===== src/rtl/counter_pkg.sv =====
// Shared types and constants for the prescaled up/down counter.
package counter_pkg;

  typedef enum logic [1:0] {
    S_IDLE = 2'd0,
    S_RUN  = 2'd1,
    S_DONE = 2'd2
  } state_t;

  localparam int LED_W = 10;

endpackage


===== src/rtl/tick_prescaler.sv =====
// Divides enabled run cycles down to one tick every PRESCALE cycles.
// The phase holds whenever run is low, so a stopped counter resumes mid-phase.
module tick_prescaler #(
  parameter int PRESCALE = 1
) (
  input  logic CLOCK,
  input  logic RESETn,
  input  logic run,
  input  logic clr,
  output logic tick
);

  localparam int PW = (PRESCALE > 1) ? $clog2(PRESCALE) : 1;
  localparam logic [PW-1:0] LAST = PW'(PRESCALE - 1);

  logic [PW-1:0] phase;

  assign tick = run && (phase == LAST);

  // Phase counter: clear wins, wraps on tick, advances on other run cycles.
  always_ff @(posedge CLOCK or negedge RESETn) begin
    if (!RESETn)          phase <= '0;
    else if (clr || tick) phase <= '0;
    else if (run)         phase <= phase + PW'(1);
  end

endmodule


===== src/rtl/prescaled_counter.sv =====
// Prescaled up/down counter with parallel load, start/stop/one-shot FSM,
// 10-bit LED window and registered terminal-count pulse.
// Optional macro PRESCALED_COUNTER_WRAPS_EN adds WRAPS, a saturating count
// of TC pulses cleared by reset and LOAD.
// EN low freezes the whole block: count, prescaler, state and LOAD/START/STOP.
module prescaled_counter
  import counter_pkg::*;
#(
  parameter int          N        = 24,
  parameter int unsigned MODULUS  = 0,
  parameter int          PRESCALE = 1,
  parameter int          LED_MSB  = N - 1
) (
  input  logic             CLOCK,
  input  logic             RESETn,
  input  logic             EN,
  input  logic             UP,
  input  logic             ONESHOT,
  input  logic             START,
  input  logic             STOP,
  input  logic             LOAD,
  input  logic [N-1:0]     LOAD_VAL,
  output logic [N-1:0]     COUNT,
  output logic [LED_W-1:0] LEDR,
  output logic             TC,
  output logic             DONE
`ifdef PRESCALED_COUNTER_WRAPS_EN
  ,
  output logic [7:0]       WRAPS
`endif
);

  localparam logic [N-1:0] MAX = (MODULUS == 0) ? {N{1'b1}} : N'(MODULUS - 1);

  state_t       state, state_nx;
  logic [N-1:0] count_nx, step, term;
  logic         tc_nx, at_wrap, tick, run, clr;

  // Prescaler only runs while counting; a stop request freezes its phase.
  assign run = EN && (state == S_RUN) && !LOAD && !STOP;
  assign clr = EN && (LOAD || (START && !STOP && (state == S_DONE)));

  tick_prescaler #(.PRESCALE(PRESCALE)) u_psc (
    .CLOCK (CLOCK),
    .RESETn(RESETn),
    .run   (run),
    .clr   (clr),
    .tick  (tick)
  );

  assign term    = UP ? MAX : '0;
  assign at_wrap = UP ? (COUNT == MAX) : (COUNT == '0);
  assign step    = UP ? (at_wrap ? '0 : COUNT + N'(1))
                      : (at_wrap ? MAX : COUNT - N'(1));

  // Next state/count: LOAD > STOP > START > tick, all gated by EN.
  always_comb begin
    state_nx = state;
    count_nx = COUNT;
    tc_nx    = 1'b0;
    if (EN) begin
      if (LOAD) begin
        count_nx = (LOAD_VAL > MAX) ? MAX : LOAD_VAL;
        if (STOP)                          state_nx = S_IDLE;
        else if (START && state != S_RUN)  state_nx = S_RUN;
        else if (state == S_DONE)          state_nx = S_IDLE;
      end else if (STOP) begin
        state_nx = S_IDLE;
      end else if (START && state != S_RUN) begin
        state_nx = S_RUN;
        // Restarting after a one-shot run begins from the start value.
        if (state == S_DONE) count_nx = UP ? '0 : MAX;
      end else if (tick) begin
        count_nx = step;
        if (ONESHOT) begin
          if (step == term) begin
            state_nx = S_DONE;
            tc_nx    = 1'b1;
          end
        end else begin
          tc_nx = at_wrap;
        end
      end
    end
  end

  // State, count and terminal-count pulse registers.
  always_ff @(posedge CLOCK or negedge RESETn) begin
    if (!RESETn) begin
      state <= S_IDLE;
      COUNT <= '0;
      TC    <= 1'b0;
    end else begin
      state <= state_nx;
      COUNT <= count_nx;
      TC    <= tc_nx;
    end
  end

  assign LEDR = COUNT[LED_MSB -: LED_W];
  assign DONE = (state == S_DONE);

`ifdef PRESCALED_COUNTER_WRAPS_EN
  // Saturating TC pulse counter.
  always_ff @(posedge CLOCK or negedge RESETn) begin
    if (!RESETn)                   WRAPS <= '0;
    else if (EN && LOAD)           WRAPS <= '0;
    else if (TC && WRAPS != 8'hFF) WRAPS <= WRAPS + 8'd1;
  end
`endif

endmodule

===== config.mk =====
export PLATFORM = sky130hd
export DESIGN_NAME = prescaled_counter
export DESIGN_NICKNAME = d
export VERILOG_FILES = /design/src/rtl/counter_pkg.sv /design/src/rtl/tick_prescaler.sv /design/src/rtl/prescaled_counter.sv
export SDC_FILE = /design/constraint.sdc
export NUM_CORES = 1
export LEC_CHECK = 0
export ABC_AREA = 1
export BUFFER_PORTS_ARGS = -buffer_cell sky130_fd_sc_hd__buf_2
export CORE_UTILIZATION = 50
export CTS_BUF_LIST = sky130_fd_sc_hd__clkbuf_16
export DETAILED_ROUTE_END_ITERATION = 6
export GPL_TIMING_DRIVEN = 1
export PLACE_DENSITY = 0.73
export SYNTH_ARGS = -nofsm -noshare
export SYNTH_HDL_FRONTEND = slang
export SYNTH_SLANG_ARGS = --single-unit
export TNS_END_PERCENT = 1

===== constraint.sdc =====
create_clock -name CLOCK -period 3.9 [get_ports CLOCK]
set_input_delay 1.17 -clock CLOCK [delete_from_list [all_inputs] [get_ports CLOCK]]
set_output_delay 1.17 -clock CLOCK [all_outputs]
set_load 0.02 [all_outputs]

==> results of run 1 <==
flip-flops by register name (all words and copies together) (netlist names):
name	cells
state	2
COUNT	24
TC	1
u_psc.phase	1
power breakdown:
group	leakage (nW)	switching (mW)	internal (mW)
Sequential	0.348	0.126	0.337
Clock	0.0370	0.109	0.137
Combinational	1.64	0.547	0.233
Total	2.02	0.782	0.707
cell usage in the layout (no fill, tap or decap), types with 2 or more instances in the layout:
cell / synthesis / layout
nor2_2: 6 / 6
nor2_4: 2 / 2
xor2_1: 14 / 14
nand4_1: 19 / 19
buf_4: 11 / 4
buf_2: 5 / 67
nand2_4: 2 / 2
o211ai_1: 20 / 20
inv_1: 66 / 66
a21oi_1: 15 / 15
o21ai_0: 62 / 62
dfrtp_1: 28 / 28
o22ai_1: 4 / 3
ha_1: 3 / 3
nand2_1: 182 / 182
o21ai_1: 4 / 4
inv_2: 3 / 3
nor2_1: 110 / 110
nor3_1: 5 / 5
nand3_1: 51 / 51
clkbuf_16: 0 / 3
o221ai_1: 2 / 2
nand2_2: 2 / 2
per-stage QoR:
step	area (µm²)	hold slack, ps	worst slack [ps]	power (mW)	cells
global route	3990	582	702	1.59	781
global placement	3910	539	703	1.22	778
CTS	3990	566	984	1.47	781
finish	3990	566	916	1.49	781
floorplan	3610	508	1220	0.987	643
detailed placement	3910	548	683	1.22	778
final cells by class:
cell class	instances	area (µm²)
fill	737	2880
multi-input combinational	514	2470
sequential	28	701
timing repair buffer	71	365
inverter	69	259
tap	96	120
clock buffer	3	75.1
Yosys cell counts (4+ instances only):
cell / count / area share (%)
nor2_2: 6 / 1.0
dfrtp_1: 28 / 19
o211ai_1: 20 / 4.2
inv_1: 66 / 6.9
nand4_1: 19 / 3.3
buf_4: 11 / 2.3
o21ai_0: 62 / 8.6
nor3_1: 5 / 0.69
o22ai_1: 4 / 0.69
xor2_1: 14 / 3.4
o21ai_1: 4 / 0.56
a21oi_1: 15 / 2.1
nor2_1: 110 / 11
buf_2: 5 / 0.69
nand2_1: 182 / 19
clkbuf_1: 10 / 1.0
nand3_1: 51 / 7.1
worst max path at each step:
stage | endpoint | slack [ps] | cells after the start
2_1_floorplan | state[0] | 1220 | 16
3_3_place_gp | COUNT[11] | 700 | 7
3_5_place_dp | state[0] | 680 | 15
4_1_cts | state[0] | 980 | 15
5_1_grt | state[0] | 700 | 14
6_report | TC | 920 | 12
metal layers:
| metal | vias to the layer above | routed length [µm] |
|---|---|---|
| met5 | - | 0 |
| li1 | 2177 | - |
| met2 | 302 | 5840 |
| met4 | 0 | 349 |
| met3 | 36 | 1590 |
| met1 | 2045 | 5730 |
kinds of logic (layout without fill, tap and decap cells):
kind of cell | count (synthesis) | in the layout | synth area share, %
simple gates | 384 | 384 | 45.9
compound gates | 113 | 113 | 17.9
buf+inv | 101 | 143 | 12.3
flops | 28 | 28 | 19.4
xor+xnor | 14 | 14 | 3.40
fa+ha+maj | 3 | 3 | 1.04
critical path, cell delays in order:
cell and delay [ps]:
buf_2 140, buf_4 370, inv_1 210, nand4_1 220, nand2_2 150, o21ai_0 270
nand3_1 100, nor2_1 100, nand3_1 80, nor2_1 110, nand2_1 80, a21oi_1 160
==> impl_metrics.ini, run 1 <==
[timing]
setup_violations = 0
hold_viol_final = 0
fmaxAchievable_mhz = 335
tightest_slew_ps = 677
rsz0062_at_grt = no
drv_slew = 0
min_period_over_period_pct = 76.5
period_minus_slack_ps = 2980
slew_headroom_pct = 54.4
finalSetupTns_ps = 0
skew_ps = 2.46

[pwr]
power_density_mw_per_mm2 = 373
static-leakage-power_nw = 2.02
ir_drop_uv = 245

[logic_synthesis]
synth_area_mm2 = 0.00361
syn_nets = 678
ys_warn_count = 0
synth-edff-count = 0
syn_area_per_cell_um2 = 5.61
synthCells = 643
synth_ff_type = dfrtp_1
ys_ff_latch = 28
synth_cell_types = 37
async_flop_share_pct = 100
yosysSeqAreaShare_pct = 19.4

[global_routing]
grt_start_max_net_pins = 36
grt_pass1_vias = 4104
use_met2_pct = 58.5
grt-busiest-layer = met2
grt_use_total_pct = 37.4
antenna_found_initial = 0
grt_overflow = 0
grtUsageMet1_pct = 51.7
grt_pass1_wl_um = 21500
met3_usage_pct = 7.68

[clock_tree]
cts_buffers = 3
cts_resized = 0
clk_pin_slew_ps = 70
cts.sinks = 28
cts.hold.buffers_added = 0
cts_buffer_depth = 2
cts_root_buffer = clkbuf_16
cts_setup_buffers = 0
clock_latency_ps = 270
h-tree-depth = 1
cts_tree = built

[cells_and_area]
area_growth_pct = 10.6
antennaDiodeCount = 0
fin_nets = 722
final_util_pct = 58.1
drive_gt1_share_pct = 13.9

[hold_path]
hold_path_end = u_psc.phase
hold_path.class = reg2reg
whs_path_depth = 1
worstHoldStart = u_psc.phase

[detailed_routing]
antenna_left = 0
vias_per_cell = 5.84
wl_per_cell_um = 17.3
dr.pass1.iters = 6
drt_first_iter_violations = 499
drc = 0
routed_wl_um = 13500
vias = 4560

[critical_path]
cp_data_required_time_ps = 4090
crit_fanout = 35
rr_endpoint = state[0]
r2r-start = COUNT[0]
cp-startpoint = UP
end_kind = flop
r2r_cells = 21
cp.arrival_ps = 3170
timing.reg2reg.setup_slack_ps = 1060
startpoint_type = primary input
path_class = in2reg

[die]
ioPinCount = 68
fp.dieW_um = 86.9
die_h_um = 86.9
rows = 30
design.die.area_mm2 = 0.00756
core_area_mm2 = 0.00687
initial_utilization_pct = 52.5

[placement]
io_buffers = 67
gp_congestion = 1.06
place_hpwl_um = 10800

[run_status]
status = finished, final reports clean

[job]
drv_cap = 0
Note: power is estimated with default switching activity, not from simulation.
==> run 2: changes to the inputs <==
PLACE_DENSITY = 0.76   (was 0.73)
clock period = 2.72 ns   (was 3.9 ns; I/O delays follow)
==> run 2 against run 1 <==
- die area did not move
- wire length rose by 2.7%
- via count rose by 1.8%
==> impl_metrics.ini, run 2 (synthesized netlist as in run 1, its figures left out) <==
[critical_path]
r2r-start = COUNT[0]
rr_endpoint = state[0]
r2r_cells = 19
path_class = reg2reg
path_delay_family = simple AND/OR/NAND/NOR gates
cp.arrival_ps = 2750
crit_fanout = 10
cp.buffers_inverters = 3
end_kind = flop
cp_data_required_time_ps = 2890
critPathSlowestCell = dfrtp_1
path_cells = inv_2, ha_2, nand2_2, inv_1, nand2_1, nor2_1, nand2_4, nand2_2, buf_4, nor2_4, nand3_1, nor2_1, nand2_1, nor2_1, nand2_1, nor2_1, nand3_1, nand3_1, nand2_1
startpoint_type = flop
slowest_delay_ps = 430
timing.reg2reg.setup_slack_ps = 150

[cells_and_area]
final_common_cell = nand2_1
instances_no_fill = 804
drive_gt1_share_pct = 17.8
largest_reg_flops = 24
final_cell_mix = 180 x nand2_1, 108 x nor2_1, 67 x buf_2
area_growth_pct = 17.7
top_register = COUNT
antennaDiodeCount = 0
top_regs = COUNT x24, state x2
fin_nets = 744
fillCellCount = 719

[clock_tree]
h-tree-depth = 1
cts_buffer_depth = 2
cts_buffers = 3
cts.sinks = 28
cts.hold.buffers_added = 0
cts_tree = built
cts_root_buffer = clkbuf_16
clock_latency_ps = 280
clk_pin_slew_ps = 80

[global_routing]
grt_use_total_pct = 38.1
grt_overflow = 0
grt_start_max_net_pins = 37
grt_pass1_vias = 4189
grt_pass1_wl_um = 21700
antenna_found_initial = 0

[detailed_routing]
antenna_left = 0
drc = 0
routed_wl_um = 13900
dr.pass1.iters = 6
vias_per_cell = 5.77
wl_per_cell_um = 17.3
drt_first_iter_violations = 490
vias = 4643

[pwr]
static-leakage-power_nw = 2.15
ir_drop_uv = 343
total_power_mw = 2.33
power_density_mw_per_mm2 = 550

[timing]
setup_violations = 0
drv_slew = 0
fmaxAchievable_mhz = 388
hold_viol_final = 0
slew_headroom_pct = 53.9
min_period_over_period_pct = 94.7
period_minus_slack_ps = 2570
skew_ps = 7.24
rsz0062_at_grt = yes
tightest_slew_ps = 691
finalSetupTns_ps = 0

[placement]
io_buffers = 67
place_hpwl_um = 11200
placed_cells = 799
gp_congestion = 1.01

[die]
rows = 30
fp.dieW_um = 86.9
initial_utilization_pct = 52.5
core_area_mm2 = 0.00687
ioPinCount = 68
die_h_um = 86.9
design.die.area_mm2 = 0.00756

[job]
drv_cap = 0

[hold_path]
hold_path.class = in2async

[run_status]
status = finished, final reports clean
-- run 2: worst max-delay path by stage --
stage	startpoint	end	slack, ps	cells after the start
final	COUNT[0]	state[0]	150	19
after global routing	COUNT[0]	state[1]	-50	18
after CTS	COUNT[0]	state[0]	20	19
after detailed placement	UP	state[0]	20	18
after global placement	UP	state[0]	40	18
after floorplan	UP	state[0]	390	16
-- run 2: timing repair --
| item | in CTS | in global routing |
|---|---|---|
| buffers inserted | 0 | 1 |
| setup endpoints to repair | 0 | 5 |
| gates resized for setup | 0 | 13 |
-- run 2: stage by stage --
stage          hold slack, ps  utilization (%)  setup slack [ps]  cell area (µm²)
2_1_floorplan             508                -               392             3610
3_3_place_gp              542             59.6              36.6             4100
3_5_place_dp              562             59.6              16.4             4100
4_1_cts                   580             61.2              19.2             4200
5_1_grt                   589             61.8             -48.7             4240
6_report                  577             61.8               145             4240
-- run 2: cell type report --
type                            count  area, µm²  area share, %
Clock buffer                        3       75.1           1.77
Clock inverter                      1       30.0          0.708
Inverter                           69        259           6.10
Sequential cell                    28        701           16.5
Multi-Input combinational cell    514       2500           59.0
Timing Repair Buffer               93        556           13.1
Tap cell                           96        120           2.83
-- run 2: per-layer routing --
| layer | vias up | global-route usage [%] | wire length (µm) |
|---|---|---|---|
| met5 | - | 0 | 0 |
| met3 | 42 | 5.40 | 1590 |
| met1 | 2053 | 53.2 | 5690 |
| li1 | 2224 | - | - |
| met2 | 324 | 59.4 | 6120 |
| met4 | 0 | 14.7 | 468 |
-- run 2: where the power goes --
group | internal [mW] | total (mW) | switching (mW) | leakage (nW)
Combinational | 0.397 | 1.24 | 0.846 | 1.75
Sequential | 0.484 | 0.632 | 0.148 | 0.348
Clock | 0.294 | 0.459 | 0.165 | 0.0511
Total | 1.18 | 2.33 | 1.16 | 2.15
